--- src/rtl/rv32_pkg.sv ---
// Shared RV32I definitions for the multi-cycle control unit: opcodes, ALU ops,
// writeback-source selects, FSM state encoding and decoded instruction-class flags.
package rv32_pkg;

    localparam logic [6:0] OP_TYPE_R  = 7'b0110011;
    localparam logic [6:0] OP_TYPE_I  = 7'b0010011;
    localparam logic [6:0] OP_TYPE_L  = 7'b0000011;
    localparam logic [6:0] OP_TYPE_S  = 7'b0100011;
    localparam logic [6:0] OP_TYPE_B  = 7'b1100011;
    localparam logic [6:0] OP_TYPE_LU = 7'b0110111;
    localparam logic [6:0] OP_TYPE_AU = 7'b0010111;
    localparam logic [6:0] OP_TYPE_J  = 7'b1101111;
    localparam logic [6:0] OP_TYPE_JL = 7'b1100111;

    localparam logic [3:0] ALU_ADD  = 4'b0000;
    localparam logic [3:0] ALU_SUB  = 4'b1000;
    localparam logic [3:0] ALU_SLL  = 4'b0001;
    localparam logic [3:0] ALU_SLT  = 4'b0010;
    localparam logic [3:0] ALU_SLTU = 4'b0011;
    localparam logic [3:0] ALU_XOR  = 4'b0100;
    localparam logic [3:0] ALU_SRL  = 4'b0101;
    localparam logic [3:0] ALU_SRA  = 4'b1101;
    localparam logic [3:0] ALU_OR   = 4'b0110;
    localparam logic [3:0] ALU_AND  = 4'b0111;

    localparam logic [2:0] RFWD_ALU    = 3'd0;
    localparam logic [2:0] RFWD_DMEM   = 3'd1;
    localparam logic [2:0] RFWD_IMM    = 3'd2;
    localparam logic [2:0] RFWD_PC_IMM = 3'd3;
    localparam logic [2:0] RFWD_PC_4   = 3'd4;

    typedef enum logic [2:0] {
        ST_FETCH   = 3'd0,
        ST_DECODE  = 3'd1,
        ST_EXECUTE = 3'd2,
        ST_MEM     = 3'd3,
        ST_WB      = 3'd4
    } mc_state_e;

    typedef struct packed {
        logic r;
        logic i;
        logic l;
        logic s;
        logic b;
        logic lu;
        logic au;
        logic j;
        logic jl;
        logic illegal;
    } instr_type_t;

endpackage

--- src/rtl/rv32_instr_decoder.sv ---
// Combinational RV32I field decoder: instruction class flags, ALU opcode and
// I-type shift indication taken straight from the latched instruction word.
module rv32_instr_decoder
    import rv32_pkg::*;
#(
    parameter int ALU_CTRL_W = 4
) (
    input  logic [31:0]           instrCode,
    output instr_type_t           itype,
    output logic [ALU_CTRL_W-1:0] aluControl,
    output logic                  shamt_signal
);

    logic [6:0] opcode_s;
    logic [2:0] funct3_s;
    logic       funct7_b5_s;
    logic [3:0] alu_op_s;
    logic       unused_bits_s;

    assign opcode_s      = instrCode[6:0];
    assign funct3_s      = instrCode[14:12];
    assign funct7_b5_s   = instrCode[30];
    assign unused_bits_s = ^{instrCode[31], instrCode[29:15], instrCode[11:7]};

    // Classify the opcode and derive the ALU operation for that class.
    always_comb begin
        itype        = '0;
        alu_op_s     = ALU_ADD;
        shamt_signal = 1'b0;
        case (opcode_s)
            OP_TYPE_R: begin
                itype.r  = 1'b1;
                alu_op_s = {funct7_b5_s, funct3_s};
            end
            OP_TYPE_I: begin
                itype.i = 1'b1;
                // Only the right shifts use bit 30 to pick SRA vs SRL; elsewhere it is immediate data.
                if (funct3_s == 3'b101) begin
                    alu_op_s = {funct7_b5_s, funct3_s};
                end else begin
                    alu_op_s = {1'b0, funct3_s};
                end
                shamt_signal = (funct3_s == 3'b001) || (funct3_s == 3'b101);
            end
            OP_TYPE_B: begin
                itype.b  = 1'b1;
                alu_op_s = {1'b0, funct3_s};
            end
            OP_TYPE_L:  itype.l  = 1'b1;
            OP_TYPE_S:  itype.s  = 1'b1;
            OP_TYPE_LU: itype.lu = 1'b1;
            OP_TYPE_AU: itype.au = 1'b1;
            OP_TYPE_J:  itype.j  = 1'b1;
            OP_TYPE_JL: itype.jl = 1'b1;
            default:    itype.illegal = 1'b1;
        endcase
    end

    assign aluControl = ALU_CTRL_W'(alu_op_s);

endmodule

--- src/rtl/rv32_mc_control_unit.sv ---
// Multi-cycle RV32I control FSM: FETCH/DECODE/EXECUTE/MEM/WB sequencing,
// data-memory handshake with timeout watchdog, and datapath enable generation.
module rv32_mc_control_unit
    import rv32_pkg::*;
#(
    parameter int ALU_CTRL_W  = 4,
    parameter int MEM_WAIT_EN = 1,
    parameter int MEM_TIMEOUT = 16
) (
    input  logic                  clk,
    input  logic                  reset,
    input  logic [31:0]           instrCode,
    input  logic                  memReady,
    output logic                  irWe,
    output logic                  pcEn,
    output logic                  regFileWe,
    output logic                  aluSrcMuxSel,
    output logic [ALU_CTRL_W-1:0] aluControl,
    output logic                  dataWe,
    output logic                  dataRe,
    output logic [2:0]            RFWDSrcMuxSel,
    output logic                  shamt_signal,
    output logic                  branch,
    output logic                  jal,
    output logic                  jalr,
    output logic                  illegalInstr,
    output logic                  busError
);

    localparam int CNT_W = (MEM_TIMEOUT > 0) ? $clog2(MEM_TIMEOUT + 1) : 1;

    mc_state_e             state_r;
    mc_state_e             state_next_s;
    logic [CNT_W-1:0]      wait_cnt_r;
    instr_type_t           itype_s;
    logic [ALU_CTRL_W-1:0] dec_alu_s;
    logic                  dec_shamt_s;
    logic                  ready_s;
    logic                  timeout_s;
    logic                  mem_op_s;

    rv32_instr_decoder #(
        .ALU_CTRL_W (ALU_CTRL_W)
    ) u_decoder (
        .instrCode    (instrCode),
        .itype        (itype_s),
        .aluControl   (dec_alu_s),
        .shamt_signal (dec_shamt_s)
    );

    assign ready_s  = (MEM_WAIT_EN != 0) ? memReady : 1'b1;
    assign mem_op_s = itype_s.s | itype_s.l;
    // A ready in the timeout cycle wins, so the watchdog only fires without it.
    assign timeout_s = (MEM_TIMEOUT != 0) && (state_r == ST_MEM) && !ready_s
                       && (wait_cnt_r == CNT_W'(MEM_TIMEOUT));

    // Next-state selection.
    always_comb begin
        state_next_s = state_r;
        case (state_r)
            ST_FETCH:   state_next_s = ST_DECODE;
            ST_DECODE: begin
                if (itype_s.illegal) begin
                    state_next_s = ST_FETCH;
                end else begin
                    state_next_s = ST_EXECUTE;
                end
            end
            ST_EXECUTE: begin
                if (mem_op_s) begin
                    state_next_s = ST_MEM;
                end else begin
                    state_next_s = ST_FETCH;
                end
            end
            ST_MEM: begin
                if (ready_s) begin
                    state_next_s = itype_s.l ? ST_WB : ST_FETCH;
                end else if (timeout_s) begin
                    state_next_s = ST_FETCH;
                end else begin
                    state_next_s = ST_MEM;
                end
            end
            ST_WB:      state_next_s = ST_FETCH;
            default:    state_next_s = ST_FETCH;
        endcase
    end

    // State register and MEM wait counter.
    always_ff @(posedge clk) begin
        if (reset) begin
            state_r    <= ST_FETCH;
            wait_cnt_r <= '0;
        end else begin
            state_r <= state_next_s;
            if (state_r != ST_MEM) begin
                wait_cnt_r <= '0;
            end else if (!ready_s && !timeout_s && (MEM_TIMEOUT != 0)) begin
                wait_cnt_r <= wait_cnt_r + CNT_W'(1);
            end else begin
                wait_cnt_r <= wait_cnt_r;
            end
        end
    end

    // Datapath controls from state and instruction; everything is held low in reset.
    always_comb begin
        irWe          = 1'b0;
        pcEn          = 1'b0;
        regFileWe     = 1'b0;
        aluSrcMuxSel  = 1'b0;
        aluControl    = '0;
        dataWe        = 1'b0;
        dataRe        = 1'b0;
        RFWDSrcMuxSel = RFWD_ALU;
        shamt_signal  = 1'b0;
        branch        = 1'b0;
        jal           = 1'b0;
        jalr          = 1'b0;
        illegalInstr  = 1'b0;
        busError      = 1'b0;
        if (reset) begin
            irWe = 1'b0;
        end else begin
            case (state_r)
                ST_FETCH:  irWe = 1'b1;
                ST_DECODE: begin
                    illegalInstr = itype_s.illegal;
                    pcEn         = itype_s.illegal;
                end
                ST_EXECUTE: begin
                    aluControl   = dec_alu_s;
                    shamt_signal = dec_shamt_s;
                    aluSrcMuxSel = itype_s.i | itype_s.l | itype_s.s | itype_s.au | itype_s.jl;
                    pcEn         = !mem_op_s;
                    regFileWe    = itype_s.r | itype_s.i | itype_s.lu | itype_s.au
                                   | itype_s.j | itype_s.jl;
                    branch       = itype_s.b;
                    jal          = itype_s.j;
                    jalr         = itype_s.jl;
                    if (itype_s.lu) begin
                        RFWDSrcMuxSel = RFWD_IMM;
                    end else if (itype_s.au) begin
                        RFWDSrcMuxSel = RFWD_PC_IMM;
                    end else if (itype_s.j | itype_s.jl) begin
                        RFWDSrcMuxSel = RFWD_PC_4;
                    end else begin
                        RFWDSrcMuxSel = RFWD_ALU;
                    end
                end
                ST_MEM: begin
                    aluControl   = dec_alu_s;
                    aluSrcMuxSel = 1'b1;
                    dataWe       = itype_s.s & !timeout_s;
                    dataRe       = itype_s.l & !timeout_s;
                    busError     = timeout_s;
                    pcEn         = timeout_s | (itype_s.s & ready_s);
                end
                ST_WB: begin
                    regFileWe     = 1'b1;
                    RFWDSrcMuxSel = RFWD_DMEM;
                    pcEn          = 1'b1;
                end
                default: irWe = 1'b0;
            endcase
        end
    end

endmodule

--- config.mk ---
export PLATFORM = sky130hd
export DESIGN_NAME = rv32_mc_control_unit
export DESIGN_NICKNAME = d
export VERILOG_FILES = /design/src/rtl/rv32_pkg.sv /design/src/rtl/rv32_instr_decoder.sv /design/src/rtl/rv32_mc_control_unit.sv
export SDC_FILE = /design/constraint.sdc
export NUM_CORES = 1
export LEC_CHECK = 0
export BUFFER_PORTS_ARGS = -buffer_cell sky130_fd_sc_hd__buf_2
export CAP_MARGIN = 5
export CORE_MARGIN = 2
export CORE_UTILIZATION = 40
export DETAILED_ROUTE_END_ITERATION = 12
export MAX_ROUTING_LAYER = met4
export PLACE_DENSITY = 0.8
export SLEW_MARGIN = 20
export SYNTH_ARGS = -nofsm -noshare
export SYNTH_HDL_FRONTEND = slang
export SYNTH_SLANG_ARGS = --single-unit
--- constraint.sdc ---
create_clock -name clk -period 2 [get_ports clk]
set_input_delay 0.1 -clock clk [delete_from_list [all_inputs] [get_ports clk]]
set_output_delay 0.1 -clock clk [all_outputs]
set_load 0.01 [all_outputs]
==> metrics.yaml, run 1 <==
outcome:
  outcome: "finished, final reports clean"
finish:
  multiInputGateArea_sq_um: 606.8
  ff_latch_area_sq_um: 161.4
  fillers: 178
  drive_above_1_share_pct: 36.17
  final_cells: 166
  area.growth.synth_to_final_pct: 35.76
  diodes: 0
  post-route-util_pct: 59.50
  fin_nets: 180
floorplan:
  die_area_sq_mm: 0.002301
  ios: 54
  core_area_sq_mm: 0.001764
  die_y_microns: 47.97
  start_util_pct: 43.83
  rows: 15
  die_x_microns: 47.97
worst_setup_path:
  crit_required_ps: 1900
  reg2reg_setup_slack_ps: 380
  critical_path_class: "register to output pin"
  critical-path-top-delay-family: "simple AND/OR/NAND/NOR gates"
  cpPeakStageDelay_ps: 460
  cp-end-kind: "output pin"
  cp_cell_sequence: "nand2b_4 > or3_4 > or4_4 > nor4_4 > buf_2"
  cp_slowest_cell: "or4_4"
  cp-start-kind: "register"
  path_max_fanout: 2
  critPathBufInv: 1
  cp.arrival_ps: 1810
place:
  placed_cells: 161
  place.detailed.hpwl_microns: 1522
  numPortBuffers: 32
  gp_congestion: 0.8395
detailed_routing:
  wl_met3_microns: 100
  top_layer_used: "met3"
  drc_errors: 0
  dr.pass1.iters: 4
  wl_met2_microns: 1008
  wl_met1_microns: 883
  vias: 910
  drt_iter0_drc: 17
  via_per_inst: 5.482
  wl_per_cell_microns: 12.00
  ant_nets: 0
  postRouteWirelength_microns: 1992
clock_tree:
  clkTransAtPathRegs_ps: 50
  root_buffer: "clkbuf_4"
  clock_latency_ps: 260
  numCtsBuffers: 3
  cts_tree: "done"
  cts_max_path_buffers: 2
  postCtsHoldBufs: 0
  htree_levels: 1
  cts_sinks: 8
synth:
  yosys-top-cells-area: "dfxtp_1 21%, nor2_1 6.8%, nand2_1 4.4%"
  synth_nets: 140
  yosysMostFrequentCell: "nor2_1"
  synth_edf_count: 0
  synth_area_sq_um: 773.2
  yosys_most_used_dff: "dfxtp_1"
  synth_async_sr_flop_share_pct: 0
  syn-instance-count: 103
  synth_top_area_cell: "dfxtp_1"
  syn_avg_cell_area_sq_um: 7.507
  synth_cell_types: 42
  synth_common_cells: "14 x nor2_1, 9 x nand2_1, 8 x dfxtp_1"
  synth_warnings: 0
  ys_seq_area_share_pct: 20.71
  yosysTopAreaCellShare_pct: 20.71
  yosys_register_bits: 8
sta:
  period_minus_slack_ps: 1914
  fin_skew_ps: 6.773
  drv_slew: 0
  fin_hold_ws_ps: 132.3
  finalCritPeriodShare_pct: 95.72
  max_slew_margin_pct: 72.42
  tns_ps: 0
  rsz0062_at_grt: "no"
  clock.fmax_ghz: 0.5224
  finalHoldViolations: 0
  worst_pin_slew_ps: 408.0
  setup_viol: 0
grt:
  grt_pass1_vias: 712
  grt_overflow_total: 0
  grt_max_degree: 12
  track_usage_pct: 18.71
  grt_pass1_wl_microns: 2953
  grt_antenna_before_repair: 0
pwr:
  peakVddDrop_uv: 363.8
  cellPowerDensity_mw_per_mm2: 347.2
  p_leak_nw: 0.4496
run:
  cap_violations: 0
worst_hold_path:
  hold_class: "input pin to register"
final timing paths:
| path | from | to | cells past startpoint |
|---|---|---|---|
| max | state_r[2] | shamt_signal | 5 |
| min | memReady | state_r[2] | 3 |
| max reg2reg | wait_cnt_r[1] | wait_cnt_r[1] | 7 |
| min reg2reg | wait_cnt_r[4] | wait_cnt_r[4] | 2 |
sequential cells by signal, summed over array words and instances, names as in the netlist:
name	cells
wait_cnt_r	5
state_r	3
power by group:
part	leakage (nW)	internal (mW)	switching (mW)
Combinational	0.370	0.0334	0.0478
Clock	0.0138	0.0685	0.0523
Sequential	0.0653	0.162	0.000974
Total	0.450	0.263	0.101
through the flow:
stage	instance area [sq um]	power (mW)	worst slack, ps
after floorplan	773.2	0.2102	342.8
after global placement	978.4	0.2413	231.6
after detailed placement	978.4	0.2429	169.8
after CTS	1032	0.3672	16.62
after global routing	1050	0.3902	14.01
final	1050	0.3645	85.69
logic make-up (layout without fill, tap and decap cells):
logic type                 after synthesis  count (layout)  synth area share, %
and+or+nand+nor                         63              63                50.97
AOI/OAI and AO/OA                       16              16                13.92
buffers and inverters                    9              47                5.015
DFF                                      8               8                20.71
xor gates and xnor gates                 3               3                3.399
adders and majority gates                2               2                3.236
muxes                                    2               2                2.751
layout by cell type (no fill, tap or decap), types with 2 or more instances in the layout:
master     n
a31oi_1    2
nor2_1    14
xnor2_1    2
ha_1       2
nand2_1    9
nand3_1    5
inv_1      6
buf_4      6
nand3b_1   3
nand4b_1   2
a21oi_1    3
and2_1     5
nor4_1     2
clkbuf_4   3
nand2b_1   4
o21ai_0    3
dfxtp_1    7
buf_2     32
nor4b_1    2
nor3_1     4
what timing repair did:
item                                    CTS  global route
hold endpoints to repair                  0             0
gates cloned                              0             0
setup buffers                             2             0
endpoints found under the setup margin    2             3
pin swaps                                 0             3
resized for setup                         3             4
routing by layer:
layer  track usage, %  up-vias
met5                -        -
met4            3.243        0
met3            6.792        0
met2            27.73       22
met1            24.61      435
li1                 -      453
worst min-delay path: stages:
cell	delay [ps]
buf_2	140
nand3_1	70
nor2_1	30
area by class of cell:
type | instances | share of cell area, %
multi-input cells | 86 | 57.81
repair buffers | 38 | 19.55
flip-flops and latches | 8 | 15.38
well taps | 25 | 2.980
clock buffers | 3 | 2.145
inverters | 6 | 2.145
Note: power is estimated with default switching activity, not from simulation.
==> run 2: changes to the inputs <==
--- a/config.mk
+++ b/config.mk
@@ -8,11 +8,12 @@
 export BUFFER_PORTS_ARGS = -buffer_cell sky130_fd_sc_hd__buf_2
 export CAP_MARGIN = 5
 export CORE_MARGIN = 2
-export CORE_UTILIZATION = 40
+export CORE_UTILIZATION = 43
 export DETAILED_ROUTE_END_ITERATION = 12
 export MAX_ROUTING_LAYER = met4
-export PLACE_DENSITY = 0.8
+export PLACE_DENSITY = 0.82
 export SLEW_MARGIN = 20
 export SYNTH_ARGS = -nofsm -noshare
 export SYNTH_HDL_FRONTEND = slang
+export SYNTH_HIERARCHICAL = 1
 export SYNTH_SLANG_ARGS = --single-unit
==> run 2 against run 1 <==
  * Sequential share of layout area is 1.1 points lower
  * Sequential cell count stayed put
  * Global-route usage is 2.1 points higher
  * Design area is 7.7% higher
  * Clock power hardly changed
==> metrics.yaml, run 2 <==
outcome:
  outcome: "finished, final reports clean"
worst_setup_path:
  reg2regPathDepth: 5
  cp.arrival_ps: 1710
  endpoint: "pcEn"
  critical_path_class: "input pin to output pin"
  cp_slowest_cell: "or4bb_4"
  critPathBufInv: 3
  cp_cell_sequence: "buf_2 > or4bb_4 > nor4_1 > buf_4 > nor3_1 > a31oi_1 > o221ai_1 > buf_2"
  r2r-start: "wait_cnt_r[0]"
  crit_top_cell: "buf_2"
  cp.depth: 8
  critical-path-top-delay-family: "simple AND/OR/NAND/NOR gates"
  crit_required_ps: 1900
  timing.rr.end: "wait_cnt_r[1]"
  reg2reg_setup_slack_ps: 500
  cpPeakStageDelay_ps: 560
  crit_start: "instrCode[3]"
  path_max_fanout: 6
  cp-end-kind: "output pin"
  cp-start-kind: "input pin"
sta:
  finalCritPeriodShare_pct: 90.49
  finalHoldViolations: 0
  worst_slack_ps: 190.3
  max_slew_margin_pct: 71.68
  fin_skew_ps: 2.259
  fin_hold_ws_ps: 174.9
  worst_pin_slew_ps: 423.3
  clock.fmax_ghz: 0.5526
  drv_slew: 0
  rsz0062_at_grt: "no"
  setup_viol: 0
  period_minus_slack_ps: 1810
  tns_ps: 0
synth:
  yosysTopAreaCellShare_pct: 17.93
  yosys_register_bits: 8
  syn-instance-count: 116
  synth_area_sq_um: 893.4
  synth_nets: 153
  syn_avg_cell_area_sq_um: 7.701
  synth_async_sr_flop_share_pct: 0
  yosys-top-cells-area: "dfxtp_1 18%, and3_1 5.6%, and2_1 4.9%"
  yosys_most_used_dff: "dfxtp_1"
  synth_top_area_cell: "dfxtp_1"
  ys_seq_area_share_pct: 17.93
  synth_cell_types: 45
  synth_edf_count: 0
  synth_warnings: 6
  synth_common_cells: "9 x nand2_1, 9 x nor2_1, 8 x and3_1, 8 x dfxtp_1, 7 x and2_1"
finish:
  diodes: 0
  fin_nets: 191
  post-route-util_pct: 57.65
  final_cells: 179
  area.growth.synth_to_final_pct: 26.61
  top_register: "wait_cnt_r"
  largest_reg_flops: 5
  final_cell_area_sq_mm: 0.001131
  layout_common_cells: "32 x buf_2, 9 x nor2_1, 9 x nand2_1"
  drive_above_1_share_pct: 34.87
  final_common_cell: "buf_2"
  top_regs: "wait_cnt_r x5, state_r x3"
place:
  dp_worst_setup_slack_ps: 215.9
  gp_congestion: 0.8315
  placed_cells: 176
  numPortBuffers: 32
  place.detailed.hpwl_microns: 1846
  place_area_sq_mm: 0.001107
grt:
  grt_antenna_before_repair: 0
  grt_pass1_wl_microns: 3981
  grt_pass1_vias: 932
  grt_max_degree: 18
  grt_overflow_total: 0
  track_usage_pct: 20.78
pwr:
  p_leak_nw: 0.5100
  cellPowerDensity_mw_per_mm2: 326.7
  seq_power_share_pct: 45.2
  peakVddDrop_uv: 165.8
  combPwrFrac_pct: 21.7
  total_power_mw: 0.3695
  internal_power_mw: 0.2663
  p_sw_mw: 0.1031
  share_clk_of_total_power_pct: 33.1
  p_sw_share_pct: 27.92
detailed_routing:
  dr.pass1.iters: 4
  via_per_inst: 5.603
  drc_errors: 0
  ant_nets: 0
  vias: 1003
  postRouteWirelength_microns: 2284
  drt_iter0_drc: 22
  wl_per_cell_microns: 12.76
clock_tree:
  cts_max_path_buffers: 2
  clock_latency_ps: 250
  root_buffer: "clkbuf_4"
  htree_levels: 1
  cts_tree: "done"
  numCtsBuffers: 3
  cts_sinks: 8
  postCtsHoldBufs: 0
  clkTransAtPathRegs_ps: 50
floorplan:
  die_y_microns: 49.58
  die_x_microns: 49.58
  ios: 54
  start_util_pct: 45.54
  core_area_sq_mm: 0.001962
  die_area_sq_mm: 0.002458
  rows: 16
run:
  cap_violations: 0
worst_hold_path:
  hold_class: "input pin to register"
==> run 2: cell type report <==
class | instances | area (sq um)
Fill cell | 204 | 830.8
Timing Repair Buffer | 37 | 197.7
Tap cell | 27 | 33.78
Inverter | 4 | 15.01
Sequential cell | 8 | 161.4
Multi-Input combinational cell | 100 | 700.7
Clock buffer | 3 | 22.52
==> run 2: worst min path at each step <==
stage | from | to | slack (ps) | cells after the start
after floorplan | memReady | state_r[2] | 250 | 1
after global placement | memReady | state_r[2] | 420 | 2
after detailed placement | memReady | state_r[2] | 430 | 2
after CTS | memReady | state_r[2] | 170 | 2
after global routing | memReady | state_r[2] | 190 | 2
final | memReady | state_r[2] | 170 | 2
==> run 2: logic make-up after synthesis <==
logic type      share of synthesized area [%]
mux                                     2.241
xor+xnor                               0.9806
fa+ha+maj                               2.801
simple gates                            55.74
flops                                   17.93
compound gates                          16.67
buf+inv                                 3.641
==> run 2: routing by layer <==
| layer | share of wire (%) | vias up | GRT usage [%] | wire, microns |
|---|---|---|---|---|
| met5 | 0 | - | - | 0 |
| met4 | 2.2 | 0 | 10.65 | 50 |
| li1 | - | 509 | - | - |
| met1 | 42 | 465 | 24.49 | 959 |
| met2 | 52 | 25 | 35.11 | 1194 |
| met3 | 3.5 | 4 | 1.818 | 81 |
==> run 2: repair_timing <==
item | CTS | global route
hold endpoints to repair | 0 | 0
setup buffers | 0 | 0
endpoints found under the setup margin | 0 | 1
resized for setup | 0 | 1
==> run 2: power by group through the flow <==
stage          combinational, mW  sequential [mW]  clock (mW)
2_1_floorplan             0.0495            0.166           0
3_3_place_gp              0.0762            0.170           0
3_5_place_dp              0.0796            0.170           0
4_1_cts                   0.0798            0.167       0.125
5_1_grt                   0.0891            0.168       0.132
6_report                  0.0802            0.167       0.122
==> run 2: worst reg2reg max path, cell delays in order (launching register included) <==
cell	delay, ps
dfxtp_1	370
inv_1	90
ha_1	220
and4bb_2	240
a31oi_1	280
mux2i_1	220
